$ cat config.mk
export PLATFORM = sky130hd
export DESIGN_NAME = dvi_timing_gen
export DESIGN_NICKNAME = d
export VERILOG_FILES = /design/src/rtl/dvi_timing_pkg.sv /design/src/rtl/ready_sync.sv /design/src/rtl/dvi_timing_gen.sv
export SDC_FILE = /design/constraint.sdc
export NUM_CORES = 1
export LEC_CHECK = 0
export ABC_AREA = 1
export CORE_ASPECT_RATIO = 2
export CORE_MARGIN = 2
export CORE_UTILIZATION = 55
export DETAILED_ROUTE_END_ITERATION = 16
export PLACE_DENSITY = 0.82
export RECOVER_POWER = 50
export SLEW_MARGIN = 20
export SYNTH_ARGS = -nofsm -noshare
export SYNTH_HDL_FRONTEND = slang
export SYNTH_SLANG_ARGS = --single-unit
$ cat constraint.sdc
create_clock -name fbclk -period 1.7 [get_ports fbclk]
set_clock_uncertainty 0.05 [all_clocks]
set_input_delay 0.17 -clock fbclk [delete_from_list [all_inputs] [get_ports fbclk]]
set_output_delay 0.17 -clock fbclk [all_outputs]
set_load 0.02 [all_outputs]
$ cat src/rtl/dvi_timing_pkg.sv
// Shared 640x480@60 timing constants, FSM state encoding and output payload
// for the DVI timing generator.
package dvi_timing_pkg;

   localparam int unsigned CNT_W = 10;

   localparam int unsigned H_ACTIVE     = 640;
   localparam int unsigned H_FP         = 16;
   localparam int unsigned H_SYNC       = 96;
   localparam int unsigned H_BP         = 48;
   localparam int unsigned H_TOTAL      = H_ACTIVE + H_FP + H_SYNC + H_BP;
   localparam int unsigned H_SYNC_START = H_ACTIVE + H_FP;
   localparam int unsigned H_SYNC_END   = H_SYNC_START + H_SYNC;

   localparam int unsigned V_ACTIVE     = 480;
   localparam int unsigned V_FP         = 10;
   localparam int unsigned V_SYNC       = 2;
   localparam int unsigned V_BP         = 33;
   localparam int unsigned V_TOTAL      = V_ACTIVE + V_FP + V_SYNC + V_BP;
   localparam int unsigned V_SYNC_START = V_ACTIVE + V_FP;
   localparam int unsigned V_SYNC_END   = V_SYNC_START + V_SYNC;

   typedef enum logic [1:0] {
      ST_IDLE   = 2'd0,
      ST_SETTLE = 2'd1,
      ST_RUN    = 2'd2
   } state_t;

   typedef struct packed {
      logic             hsync;
      logic             vsync;
      logic             de;
      logic [CNT_W-1:0] px_x;
      logic [CNT_W-1:0] px_y;
      logic             frame_start;
      logic             running;
   } vid_out_t;

endpackage

$ cat src/rtl/ready_sync.sv
// Two-flop synchronizer bringing the asynchronous DCM lock into the pixel domain.
module ready_sync (
   input  logic clk,
   input  logic rst_n,
   input  logic d,
   output logic q
);

   logic meta_q;
   logic sync_q;

   always_ff @(posedge clk or negedge rst_n) begin
      if (!rst_n) begin
         meta_q <= 1'b0;
         sync_q <= 1'b0;
      end else begin
         meta_q <= d;
         sync_q <= meta_q;
      end
   end

   assign q = sync_q;

endmodule

$ cat src/rtl/dvi_timing_gen.sv
// 640x480 DVI raster timing generator: waits for a stable DCM lock, then scans
// out h/v counters and decodes them into registered sync/de/pixel outputs.
module dvi_timing_gen
   import dvi_timing_pkg::*;
#(
   parameter int unsigned SETTLE_CYCLES = 16,
   parameter logic        SYNC_POL      = 1'b0
) (
   input  logic             fbclk,
   input  logic             rst_b,
   input  logic             ready,
   output logic             hsync,
   output logic             vsync,
   output logic             de,
   output logic [CNT_W-1:0] px_x,
   output logic [CNT_W-1:0] px_y,
   output logic             frame_start,
   output logic             running
);

   localparam int unsigned SET_W = (SETTLE_CYCLES > 1) ? $clog2(SETTLE_CYCLES) : 1;
   localparam logic [SET_W-1:0] SET_LAST = SET_W'(SETTLE_CYCLES - 1);

   localparam vid_out_t OUT_IDLE = '{
      hsync:       ~SYNC_POL,
      vsync:       ~SYNC_POL,
      de:          1'b0,
      px_x:        '0,
      px_y:        '0,
      frame_start: 1'b0,
      running:     1'b0
   };

   logic             rdy_s;
   state_t           state_q,  state_d;
   logic [SET_W-1:0] settle_q, settle_d;
   logic [CNT_W-1:0] h_cnt_q,  h_cnt_d;
   logic [CNT_W-1:0] v_cnt_q,  v_cnt_d;
   vid_out_t         out_q,    out_d;
   logic             h_act,    v_act;

   ready_sync u_ready_sync (
      .clk   (fbclk),
      .rst_n (rst_b),
      .d     (ready),
      .q     (rdy_s)
   );

   always_ff @(posedge fbclk or negedge rst_b) begin
      if (!rst_b) begin
         state_q  <= ST_IDLE;
         settle_q <= '0;
         h_cnt_q  <= '0;
         v_cnt_q  <= '0;
         out_q    <= OUT_IDLE;
      end else begin
         state_q  <= state_d;
         settle_q <= settle_d;
         h_cnt_q  <= h_cnt_d;
         v_cnt_q  <= v_cnt_d;
         out_q    <= out_d;
      end
   end

   // Next state and raster counters; counters sit at 0 unless scanning.
   always_comb begin
      state_d  = state_q;
      settle_d = settle_q;
      h_cnt_d  = '0;
      v_cnt_d  = '0;
      case (state_q)
         ST_IDLE: begin
            settle_d = '0;
            if (rdy_s) state_d = ST_SETTLE;
         end
         ST_SETTLE: begin
            if (!rdy_s) begin
               state_d  = ST_IDLE;
               settle_d = '0;
            end else if (settle_q == SET_LAST) begin
               state_d = ST_RUN;
            end else begin
               settle_d = settle_q + SET_W'(1);
            end
         end
         ST_RUN: begin
            if (!rdy_s) begin
               state_d = ST_IDLE;
            end else if (h_cnt_q == CNT_W'(H_TOTAL - 1)) begin
               h_cnt_d = '0;
               v_cnt_d = (v_cnt_q == CNT_W'(V_TOTAL - 1)) ? '0 : v_cnt_q + CNT_W'(1);
            end else begin
               h_cnt_d = h_cnt_q + CNT_W'(1);
               v_cnt_d = v_cnt_q;
            end
         end
         default: state_d = ST_IDLE;
      endcase
   end

   // Output decode of the current counters, presented one cycle later.
   always_comb begin
      out_d = OUT_IDLE;
      h_act = (h_cnt_q < CNT_W'(H_ACTIVE));
      v_act = (v_cnt_q < CNT_W'(V_ACTIVE));
      if (state_q == ST_RUN) begin
         out_d.running     = 1'b1;
         out_d.de          = h_act && v_act;
         out_d.px_x        = (h_act && v_act) ? h_cnt_q : '0;
         out_d.px_y        = (h_act && v_act) ? v_cnt_q : '0;
         out_d.frame_start = (h_cnt_q == '0) && (v_cnt_q == '0);
         if (h_cnt_q >= CNT_W'(H_SYNC_START) && h_cnt_q < CNT_W'(H_SYNC_END))
            out_d.hsync = SYNC_POL;
         if (v_cnt_q >= CNT_W'(V_SYNC_START) && v_cnt_q < CNT_W'(V_SYNC_END))
            out_d.vsync = SYNC_POL;
      end
   end

   assign hsync       = out_q.hsync;
   assign vsync       = out_q.vsync;
   assign de          = out_q.de;
   assign px_x        = out_q.px_x;
   assign px_y        = out_q.px_y;
   assign frame_start = out_q.frame_start;
   assign running     = out_q.running;

endmodule

==> impl_metrics.yaml <==
synthesis:
  yosys.cell_types.count: 31
  syn-cell-area_um2: 2440
  synth_top_family_by_area: "simple AND/OR/NAND/NOR gates"
  synth_fa_ha_area_share_pct: 2.56
  synth_warnings: 0
  synthSimpleGateAreaFrac_pct: 28.9
  async_flop_share_pct: 100
  yosysSeqAreaShare_pct: 54.4
  syn_inst: 272
  synthMuxAreaShare_pct: 0
  syn_nets: 280
  yosys_register_bits: 53
  synth_compound_area_share_pct: 6.20
  syn-mean-instance-area_um2: 8.98
  synth_edf_count: 0
  synthFlopType: "dfrtp_1"
  synth_xor_area_share_pct: 1.08
timing:
  rsz0062_at_grt: "no"
  fin_crit_ns: 1.66
  maxSlewHeadroom_pct: 26.0
  fmax_mhz: 604
  setup_viol: 0
  fin_tns_setup_ns: 0
  worstMarginPinSlew_ns: 1.11
  hold_viol_final: 0
  post-route-period-util_pct: 97.4
  finalMaxSlewViolations: 0
cells_and_area:
  syn_to_final_growth_pct: 19.1
  n_antenna_cell: 0
  fillCellCount: 366
  mostFrequentLayoutCell: "nand2_1"
  drive_gt1_share_pct: 13.2
  multi_input_area_um2: 960
  final_cell_mix: "54 x nand2_1, 51 x dfrtp_1, 49 x nor2_1, 30 x inv_1, 25 x clkdlybuf4s50_1"
  seqCellArea_um2: 1330
  fin_area_um2: 2910
  nNetsFinal: 317
grt:
  grt_start_max_net_pins: 26
  gr-usage-all-layers_pct: 22.9
  antenna_found_initial: 0
  grt_pass1_wl_mm: 8.52
  grt_overflow: 0
  grt_pass1_vias: 2009
worst_setup_path:
  critical_path_class: "flip-flop to output pin"
  timing.rr.start: "v_cnt_q[5]"
  critPathRequiredTime_ns: 1.48
  cp_max_fo: 1
  path_cells: "clkdlybuf4s50_1"
  arrival_ns: 1.44
  cp.depth: 1
  endpoint: "vsync"
  crit_family: "buffers and inverters"
  reg2regPathDepth: 8
  critical-path-slowest-cell: "clkdlybuf4s50_1"
  cp-start-kind: "flip-flop"
  cpPeakStageDelay_ns: 0.59
  path_buf_inv: 1
  ff2ff_setup_slack_ns: 0.15
  worstReg2RegEnd: "v_cnt_q[7]"
  cp-startpoint: "vsync"
  endpoint_kind: "output pin"
clocking:
  clock-root-buffer: "clkbuf_8"
  htree_levels: 2
  cts_tree: "done"
  clock_path_buffers: 2
  cts_num_sinks: 53
  numCtsBuffers: 5
  worstSkewPairLatency_ns: 0.31
  clkTransAtPathRegs_ns: 0.09
detailed_routing:
  dr.first_iter.drc_count: 70
  vias_per_cell: 5.24
  wl_mm: 5.09
  drcViolationCount: 0
  antenna_left: 0
  firstDrtPassIters: 4
  vias: 1909
  post_drt_wl_per_cell_um: 14.0
placed_design:
  place_area_um2: 2800
  dpl.hpwl_mm: 3.97
  place_congestion: 0.873
  portBuffers: 27
die:
  start_util_pct: 56.9
  die_w_um: 51.1
  std_cell_rows: 34
  coreArea_um2: 4300
  ios: 28
  dieHeight_um: 98.3
  die_area_um2: 5020
power_and_ir_drop:
  vdd_ir_drop_max_v: 0.000768
  power_leakage_uw: 0.00135
  powerDensity_nw_per_um2: 737
  finalPower_uw: 2150
job:
  maxCapViolations: 0
outcome:
  status: "finished clean"
worst_hold_path:
  hold_class: "flip-flop to flip-flop"
==> cells in the mapped netlist, types with 3 or more instances <==
cell     count  share of area [%]
nor2_1      50                7.7
xor2_1       3                1.1
nand2_2      3               0.77
nand4_1      7                1.8
dfrtp_1     51                 52
a21oi_1     11                2.3
nand3_1     17                3.5
ha_1         5                2.6
inv_2        3               0.46
nor3_1       6                1.2
inv_1       30                4.6
a21oi_2      3                1.1
o21ai_0      6                1.2
nand2_1     54                8.3
==> area by class of cell <==
class / instances / area share, %
clock inverters: 1 / 0.172
inverters: 33 / 4.25
clock buffers: 7 / 3.31
multi-input cells: 181 / 33.0
flip-flops and latches: 53 / 45.6
well taps: 54 / 2.32
repair buffers: 35 / 11.3
==> stage by stage <==
stage / setup slack, ns / hold WS [ns] / util [%] / std cells
floorplan: 0.296 / -0.176 / - / 272
global route: 0.0103 / 0.326 / 67.8 / 364
global placement: 0.196 / 0.101 / 65.2 / 355
detailed placement: 0.134 / 0.108 / 65.2 / 355
CTS: 0.0338 / 0.235 / 67.8 / 364
finish: 0.0442 / 0.313 / 67.8 / 364
==> worst min path at each step <==
stage | start | to | depth (start not counted) | slack, ns
after floorplan | rst_b | de | 0 | -0.18
after global placement | rst_b | px_x[3] | 1 | 0.10
after detailed placement | rst_b | px_x[3] | 1 | 0.11
after CTS | ready | u_ready_sync.meta_q | 1 | 0.24
after global routing | u_ready_sync.meta_q | u_ready_sync.q | 0 | 0.33
final | u_ready_sync.meta_q | u_ready_sync.q | 0 | 0.31
==> sequential cells by signal, indices dropped and copies added (netlist names) <==
signal / cells
px_x: 10
settle_q: 4
de: 1
state_q: 2
u_ready_sync.q: 1
vsync: 1
h_cnt_q: 10
frame_start: 1
running: 1
hsync: 1
u_ready_sync.meta_q: 1
v_cnt_q: 10
px_y: 10
==> per-layer routing <==
metal | GRT usage [%] | vias to the layer above | share of wire, % | wire length (um)
li1 | - | 935 | - | -
met1 | 21.6 | 909 | 33 | 1700
met2 | 43.0 | 51 | 59 | 3020
met3 | 3.82 | 14 | 3.5 | 179
met4 | 13.9 | 0 | 3.9 | 198
met5 | 0 | - | 0 | 0
==> logic make-up after synthesis <==
group / count (synthesis)
AOI/OAI and AO/OA: 24
xor gates and xnor gates: 3
adders and majority gates: 5
buffers and inverters: 38
DFF: 53
other: 1
and+or+nand+nor: 148
==> report_power, final <==
group | internal, uW | switching [uW]
combinational | 28.9 | 48.9
clock | 368 | 398
sequential | 1280 | 19.0
==> timing repair <==
item | 4_1_cts | 5_1_grt
hold buffers | 1 | 0
hold endpoints to repair | 18 | 0
setup buffers | 0 | 0
gates resized for setup | 0 | 3
endpoints found under the setup margin | 0 | 2
No activity file was read; power rests on OpenSTA's default activity.
